## src/rtl/dpram_port_arbiter.sv

```systemverilog
// ---------------------------------------------------------------------------
// dpram_port_arbiter
//
// Front-end controller for a 256x8 dual-port RAM shared by two requester
// channels (A and B). Requests are accepted with a valid/ready handshake and
// registered onto the RAM ports. Same-address collisions involving a write
// are serialized with round-robin priority, read data comes back with a
// one-cycle response strobe, and a saturating counter records collisions.
//
// Ports:
//   clk, reset                  clock and asynchronous active-high reset
//   req_valid_X / req_ready_X   request handshake (ready is combinational)
//   req_we_X, req_addr_X,
//   req_wdata_X                 request type, address and write data
//   rsp_valid_X, rsp_rdata_X    one-cycle read response pulse and data
//   ram_we_X, ram_addr_X,
//   ram_wdata_X                 registered command to RAM port X
//   ram_rdata_X                 read data returned by RAM port X
//   collision_cnt               saturating count of collision cycles
// ---------------------------------------------------------------------------
module dpram_port_arbiter #(
  parameter int ADDR_W = 8,
  parameter int DATA_W = 8,
  parameter int CNT_W  = 8
) (
  input  logic              clk,
  input  logic              reset,

  input  logic              req_valid_A,
  output logic              req_ready_A,
  input  logic              req_we_A,
  input  logic [ADDR_W-1:0] req_addr_A,
  input  logic [DATA_W-1:0] req_wdata_A,
  output logic              rsp_valid_A,
  output logic [DATA_W-1:0] rsp_rdata_A,

  input  logic              req_valid_B,
  output logic              req_ready_B,
  input  logic              req_we_B,
  input  logic [ADDR_W-1:0] req_addr_B,
  input  logic [DATA_W-1:0] req_wdata_B,
  output logic              rsp_valid_B,
  output logic [DATA_W-1:0] rsp_rdata_B,

  output logic              ram_we_A,
  output logic [ADDR_W-1:0] ram_addr_A,
  output logic [DATA_W-1:0] ram_wdata_A,
  input  logic [DATA_W-1:0] ram_rdata_A,

  output logic              ram_we_B,
  output logic [ADDR_W-1:0] ram_addr_B,
  output logic [DATA_W-1:0] ram_wdata_B,
  input  logic [DATA_W-1:0] ram_rdata_B,

  output logic [CNT_W-1:0]  collision_cnt
);

  logic              collision;
  logic              acceptA;
  logic              acceptB;

  logic              prioB_q, prioB_d;
  logic [CNT_W-1:0]  collCnt_q, collCnt_d;

  logic              ramWeA_q, ramWeB_q;
  logic [ADDR_W-1:0] ramAddrA_q, ramAddrB_q;
  logic [DATA_W-1:0] ramWdataA_q, ramWdataB_q;

  logic              rdPendA_q, rdPendB_q;
  logic              rspValidA_q, rspValidB_q;
  logic [DATA_W-1:0] rspRdataA_q, rspRdataB_q;

  // A collision needs both ports valid on the same address with at least one
  // write; two reads of the same address are harmless and both proceed. The
  // pointer names the winner, and after every collision it moves to the
  // loser so a held request is guaranteed to win the repeat collision.
  always_comb begin
    collision   = req_valid_A && req_valid_B &&
                  (req_addr_A == req_addr_B) && (req_we_A || req_we_B);
    req_ready_A = !collision || !prioB_q;
    req_ready_B = !collision ||  prioB_q;
    acceptA     = req_valid_A && req_ready_A;
    acceptB     = req_valid_B && req_ready_B;

    prioB_d   = prioB_q;
    collCnt_d = collCnt_q;
    if (collision) begin
      prioB_d = !prioB_q;
      if (collCnt_q != {CNT_W{1'b1}}) begin
        collCnt_d = collCnt_q + 1'b1;
      end
    end
  end

  // Priority pointer and saturating collision counter.
  always_ff @(posedge clk or posedge reset) begin
    if (reset) begin
      prioB_q   <= 1'b0;
      collCnt_q <= '0;
    end else begin
      prioB_q   <= prioB_d;
      collCnt_q <= collCnt_d;
    end
  end

  // Port A issue stage. An accepted request loads the RAM command; otherwise
  // the write enable drops and the last address and data are kept, so each
  // accepted write produces exactly one write-enable cycle.
  always_ff @(posedge clk or posedge reset) begin
    if (reset) begin
      ramWeA_q    <= 1'b0;
      ramAddrA_q  <= '0;
      ramWdataA_q <= '0;
    end else if (acceptA) begin
      ramWeA_q    <= req_we_A;
      ramAddrA_q  <= req_addr_A;
      ramWdataA_q <= req_wdata_A;
    end else begin
      ramWeA_q    <= 1'b0;
    end
  end

  // Port B issue stage, mirroring port A.
  always_ff @(posedge clk or posedge reset) begin
    if (reset) begin
      ramWeB_q    <= 1'b0;
      ramAddrB_q  <= '0;
      ramWdataB_q <= '0;
    end else if (acceptB) begin
      ramWeB_q    <= req_we_B;
      ramAddrB_q  <= req_addr_B;
      ramWdataB_q <= req_wdata_B;
    end else begin
      ramWeB_q    <= 1'b0;
    end
  end

  // Read pipeline. The pending flag marks the cycle in which the RAM is
  // returning data for an accepted read; the data is captured on the next
  // edge together with a one-cycle valid pulse. Reset clears the flags, so
  // reads in flight at reset never produce a response.
  always_ff @(posedge clk or posedge reset) begin
    if (reset) begin
      rdPendA_q   <= 1'b0;
      rdPendB_q   <= 1'b0;
      rspValidA_q <= 1'b0;
      rspValidB_q <= 1'b0;
      rspRdataA_q <= '0;
      rspRdataB_q <= '0;
    end else begin
      rdPendA_q   <= acceptA && !req_we_A;
      rdPendB_q   <= acceptB && !req_we_B;
      rspValidA_q <= rdPendA_q;
      rspValidB_q <= rdPendB_q;
      if (rdPendA_q) begin
        rspRdataA_q <= ram_rdata_A;
      end
      if (rdPendB_q) begin
        rspRdataB_q <= ram_rdata_B;
      end
    end
  end

  assign ram_we_A      = ramWeA_q;
  assign ram_addr_A    = ramAddrA_q;
  assign ram_wdata_A   = ramWdataA_q;
  assign ram_we_B      = ramWeB_q;
  assign ram_addr_B    = ramAddrB_q;
  assign ram_wdata_B   = ramWdataB_q;
  assign rsp_valid_A   = rspValidA_q;
  assign rsp_rdata_A   = rspRdataA_q;
  assign rsp_valid_B   = rspValidB_q;
  assign rsp_rdata_B   = rspRdataB_q;
  assign collision_cnt = collCnt_q;

endmodule

```

## config.mk

```make
export PLATFORM = sky130hd
export DESIGN_NAME = dpram_port_arbiter
export DESIGN_NICKNAME = d
export VERILOG_FILES = /design/src/rtl/dpram_port_arbiter.sv
export SDC_FILE = /design/constraint.sdc
export NUM_CORES = 1
export LEC_CHECK = 0
export BUFFER_PORTS_ARGS = -buffer_cell sky130_fd_sc_hd__buf_4
export CORE_ASPECT_RATIO = 0.9
export CORE_MARGIN = 2
export CORE_UTILIZATION = 50
export CTS_CLUSTER_SIZE = 10
export DETAILED_ROUTE_END_ITERATION = 10
export GPL_TIMING_DRIVEN = 0
export PLACE_DENSITY = 0.84
export SETUP_SLACK_MARGIN = 0.02
export SYNTH_ARGS = -nofsm -noshare
export SYNTH_HDL_FRONTEND = slang
export SYNTH_SLANG_ARGS = --single-unit
```

## constraint.sdc

```tcl
create_clock -name clk -period 2.4 [get_ports clk]
set_input_delay 0.12 -clock clk [delete_from_list [all_inputs] [get_ports clk]]
set_output_delay 0.12 -clock clk [all_outputs]
set_load 0.05 [all_outputs]
```

==> impl_metrics.py <==
metrics = {
    "status": {
        "outcome": "completed",
    },
    "power": {
        "switching_power_as_a_share_of_total_power": 0.333,
        "power_mw": 2.89,
        "power.net_switching_uw": 963,
        "vdd_drop_max_v": 0.000531,
        "cellPowerDensity_nw_per_um2": 759,
        "p_clk_frac": 0.302,
        "internal_power_mw": 1.93,
        "power_frac_comb": 0.276,
        "cellLeakagePower_nw": 1.85,
        "pwr-share-seq": 0.421,
    },
    "timing": {
        "skew_ps": 5.24,
        "finalHoldViolations": 0,
        "timing.final.crit_share": 0.847,
        "setup_slack_ps": 368,
        "slew_headroom": 0.562,
        "finalCriticalPeriod_ps": 2030,
        "final-max-slew-violation-count": 0,
        "clock.fmax_mhz": 492,
        "worst_pin_slew_ps": 655,
        "final-setup-viol-count": 0,
        "rsz0062_at_grt": "no",
    },
    "critical_path": {
        "timing.critical_path.required_ps": 2610,
        "worst-r2r-cell-count": 6,
        "crit_type": "input pin to flip-flop",
        "timing.critical_path.to_type": "flip-flop",
        "r2r-end": "collision_cnt[7]$_DFFE_PP0P_",
        "path_max_fanout": 10,
        "rrSetupSlack_ps": 700,
        "startpoint_type": "input pin",
        "timing.rr.start": "collision_cnt[0]$_DFFE_PP0P_",
        "cp.arrival_ps": 2240,
    },
    "clocking": {
        "root_buffer": "sky130_fd_sc_hd__clkbuf_8",
        "cts_tree": "yes",
        "cts_max_level": 3,
        "cts_sinks": 63,
        "cts_buffer_depth": 2,
        "path_clk_slew_ps": 70,
        "tritoncts.num_buffers": 9,
        "post_cts.resized_instances": 0,
        "insertion_delay_ps": 330,
    },
    "yosys": {
        "edff_count_synth": 0,
        "syn-mean-instance-area_um2": 15.1,
        "synth.cells.most_frequent": "sky130_fd_sc_hd__dfrtp_1, sky130_fd_sc_hd__mux2_2, sky130_fd_sc_hd__xor2_1",
        "most_repeated_cell_in_the_gate_level_netlist_after_synthesis": "sky130_fd_sc_hd__dfrtp_1",
        "post_synth_instance_area_um2": 2580,
        "synth_largest_area_cell": "sky130_fd_sc_hd__dfrtp_1",
        "register_bit_total_from_synthesis": 63,
        "synth_cell_types": 31,
        "asyncSetResetFlopFracSynth": 1.00,
        "synth_top_cells_by_area": "sky130_fd_sc_hd__dfrtp_1, sky130_fd_sc_hd__mux2_2, sky130_fd_sc_hd__mux2_4",
        "synth-warning-count": 0,
        "seq_area_frac_synth": 0.611,
        "syn_nets": 226,
        "synth_flop_cell": "sky130_fd_sc_hd__dfrtp_1",
        "synthDominantCellAreaShare": 0.611,
        "postSynthCellCount": 171,
    },
    "cells_and_area": {
        "layout.nets": 361,
        "post_route_cells_drive_above_1_share": 0.590,
        "n_antenna_cell": 0,
        "area_delta_synth_final_pct": 47.7,
        "fin_util": 0.778,
    },
    "global_routing": {
        "gr-usage-met1": 0.253,
        "globalRouteTotalUtil": 0.209,
        "grt_pass1_wl_um": 8920,
        "vias_in_the_first_global_route": 1890,
        "grt.met2_usage": 0.336,
        "met3_use_gr": 0.0771,
        "grt_antenna_before_repair": 0,
        "grt_remaining_overflow": 0,
        "gr-max-usage-layer": "met2",
        "maximum_number_of_pins_on_one_net_before_global_route_repair": 34,
    },
    "job": {
        "timing.max_cap.violations": 0,
    },
    "detailed_routing": {
        "vias_per_cell": 4.87,
        "detail_route.drc_violations": 0,
        "drt-wirelength-per-cell_um": 15.2,
        "drt_iter0_drc": 32,
        "detail-route-antenna-nets": 0,
        "drt_pass1_iterations": 2,
        "totalWireLength_um": 5710,
        "vias": 1825,
    },
    "hold_path": {
        "timing.hold.worst_path_depth": 2,
        "holdCritStartpoint": "req_wdata_B[5]",
        "hold_path_class": "input pin to flip-flop",
        "hold_ep": "ram_wdata_B[5]$_DFFE_PP0P_",
    },
    "placement": {
        "numPortBuffers": 115,
        "place_ws_ps": 441,
        "gp_routability_congestion": 0.708,
        "detailedPlacementHpwl_um": 4200,
    },
    "floorplan": {
        "area_inside_the_core_boundary_um2": 4890,
        "dieHeight_um": 72.1,
        "chipWidth_um": 79.7,
        "floorplan.initialDensity": 0.527,
        "die_area_um2": 5750,
        "placement_rows": 24,
        "pin_count": 116,
    },
}
## cells in the final DEF, fill, tap and decap left out, drive strengths merged, types with 2 or more instances in the layout
cell type | Yosys | routed
clkbuf | 2 | 11
nor3 | 5 | 5
buf | 4 | 120
nor2 | 5 | 5
inv | 3 | 3
xor2 | 12 | 12
dlygate4sd3 | 0 | 8
mux2 | 50 | 50
xnor2 | 3 | 3
clkinv | 0 | 2
nand2 | 3 | 3
dfrtp | 63 | 63
nor4 | 3 | 3
nand3 | 6 | 6
clkinvlp | 0 | 3
## worst max-delay path: stages
cell                            delay, ps
sky130_fd_sc_hd__dlygate4sd3_1        530
sky130_fd_sc_hd__buf_4                110
sky130_fd_sc_hd__o211ai_1             110
sky130_fd_sc_hd__nor2_2               160
sky130_fd_sc_hd__nand2_1              180
sky130_fd_sc_hd__o31ai_4              490
sky130_fd_sc_hd__buf_8                230
sky130_fd_sc_hd__mux2_4               310
## registers in the layout, indices dropped and copies added, names as in the netlist, 8 cells and up
signal and count:
ram_addr_A 8, collision_cnt 8, ram_wdata_A 8, rsp_rdata_A 8, rsp_rdata_B 8, ram_addr_B 8
ram_wdata_B 8
## power groups by stage
stage	Sequential [mW]	Combinational (mW)	Clock, mW
after detailed placement	1.24	0.795	0
after floorplan	1.59	0.160	0
after CTS	1.22	0.805	0.894
after global routing	1.23	0.832	0.951
after global placement	1.23	0.780	0
final	1.22	0.799	0.875
## worst max path at each step
stage	slack, ps	cells after the start	start	end
finish	370	8	req_we_B	ram_wdata_B[4]$_DFFE_PP0P_
global route	240	8	req_we_A	ram_wdata_B[4]$_DFFE_PP0P_
CTS	370	8	req_we_B	ram_wdata_B[1]$_DFFE_PP0P_
detailed placement	440	7	req_addr_B[2]	ram_wdata_B[1]$_DFFE_PP0P_
global placement	-40	2	reset	ram_addr_A[2]$_DFFE_PP0P_
floorplan	540	6	req_addr_B[4]	ram_we_B$_DFF_PP0_
## cell families after synthesis
kind of cell	Yosys count	synth area share
muxes	50	0.231
AOI/OAI and AO/OA	3	0.0141
buffers and inverters	9	0.0213
xor gates and xnor gates	15	0.0509
DFF	63	0.611
adders and majority gates	1	0.00485
and+or+nand+nor	30	0.0660
## timing repair
| item | in CTS | in global routing |
|---|---|---|
| buffers inserted | 0 | 0 |
| hold buffers | 7 | 1 |
| endpoints found under the hold margin | 36 | 1 |
## layout make-up
class	instances	area, um2
sequential	63	1580
fill	346	1080
timing repair buffer	124	963
multi-input combinational	99	947
clock buffer	9	124
tap	65	81.3
clock inverter	6	62.6
buffer	6	43.8
inverter	3	11.3
## layer usage
metal | vias up | part of all wire
met1 | 868 | 0.42
met5 | - | 0
li1 | 872 | -
met3 | 8 | 0.089
met2 | 77 | 0.48
met4 | 0 | 0.012
## metrics by stage
stage	hold WS [ps]	TNS (ps)	instances	instance area, um2
global route	1.65	0	375	3810
global placement	291	-2150	351	3520
detailed placement	259	0	352	3540
floorplan	186	0	171	2580
CTS	1.47	0	374	3800
finish	16.7	0	375	3810
Note: power is estimated with default switching activity, not from simulation.
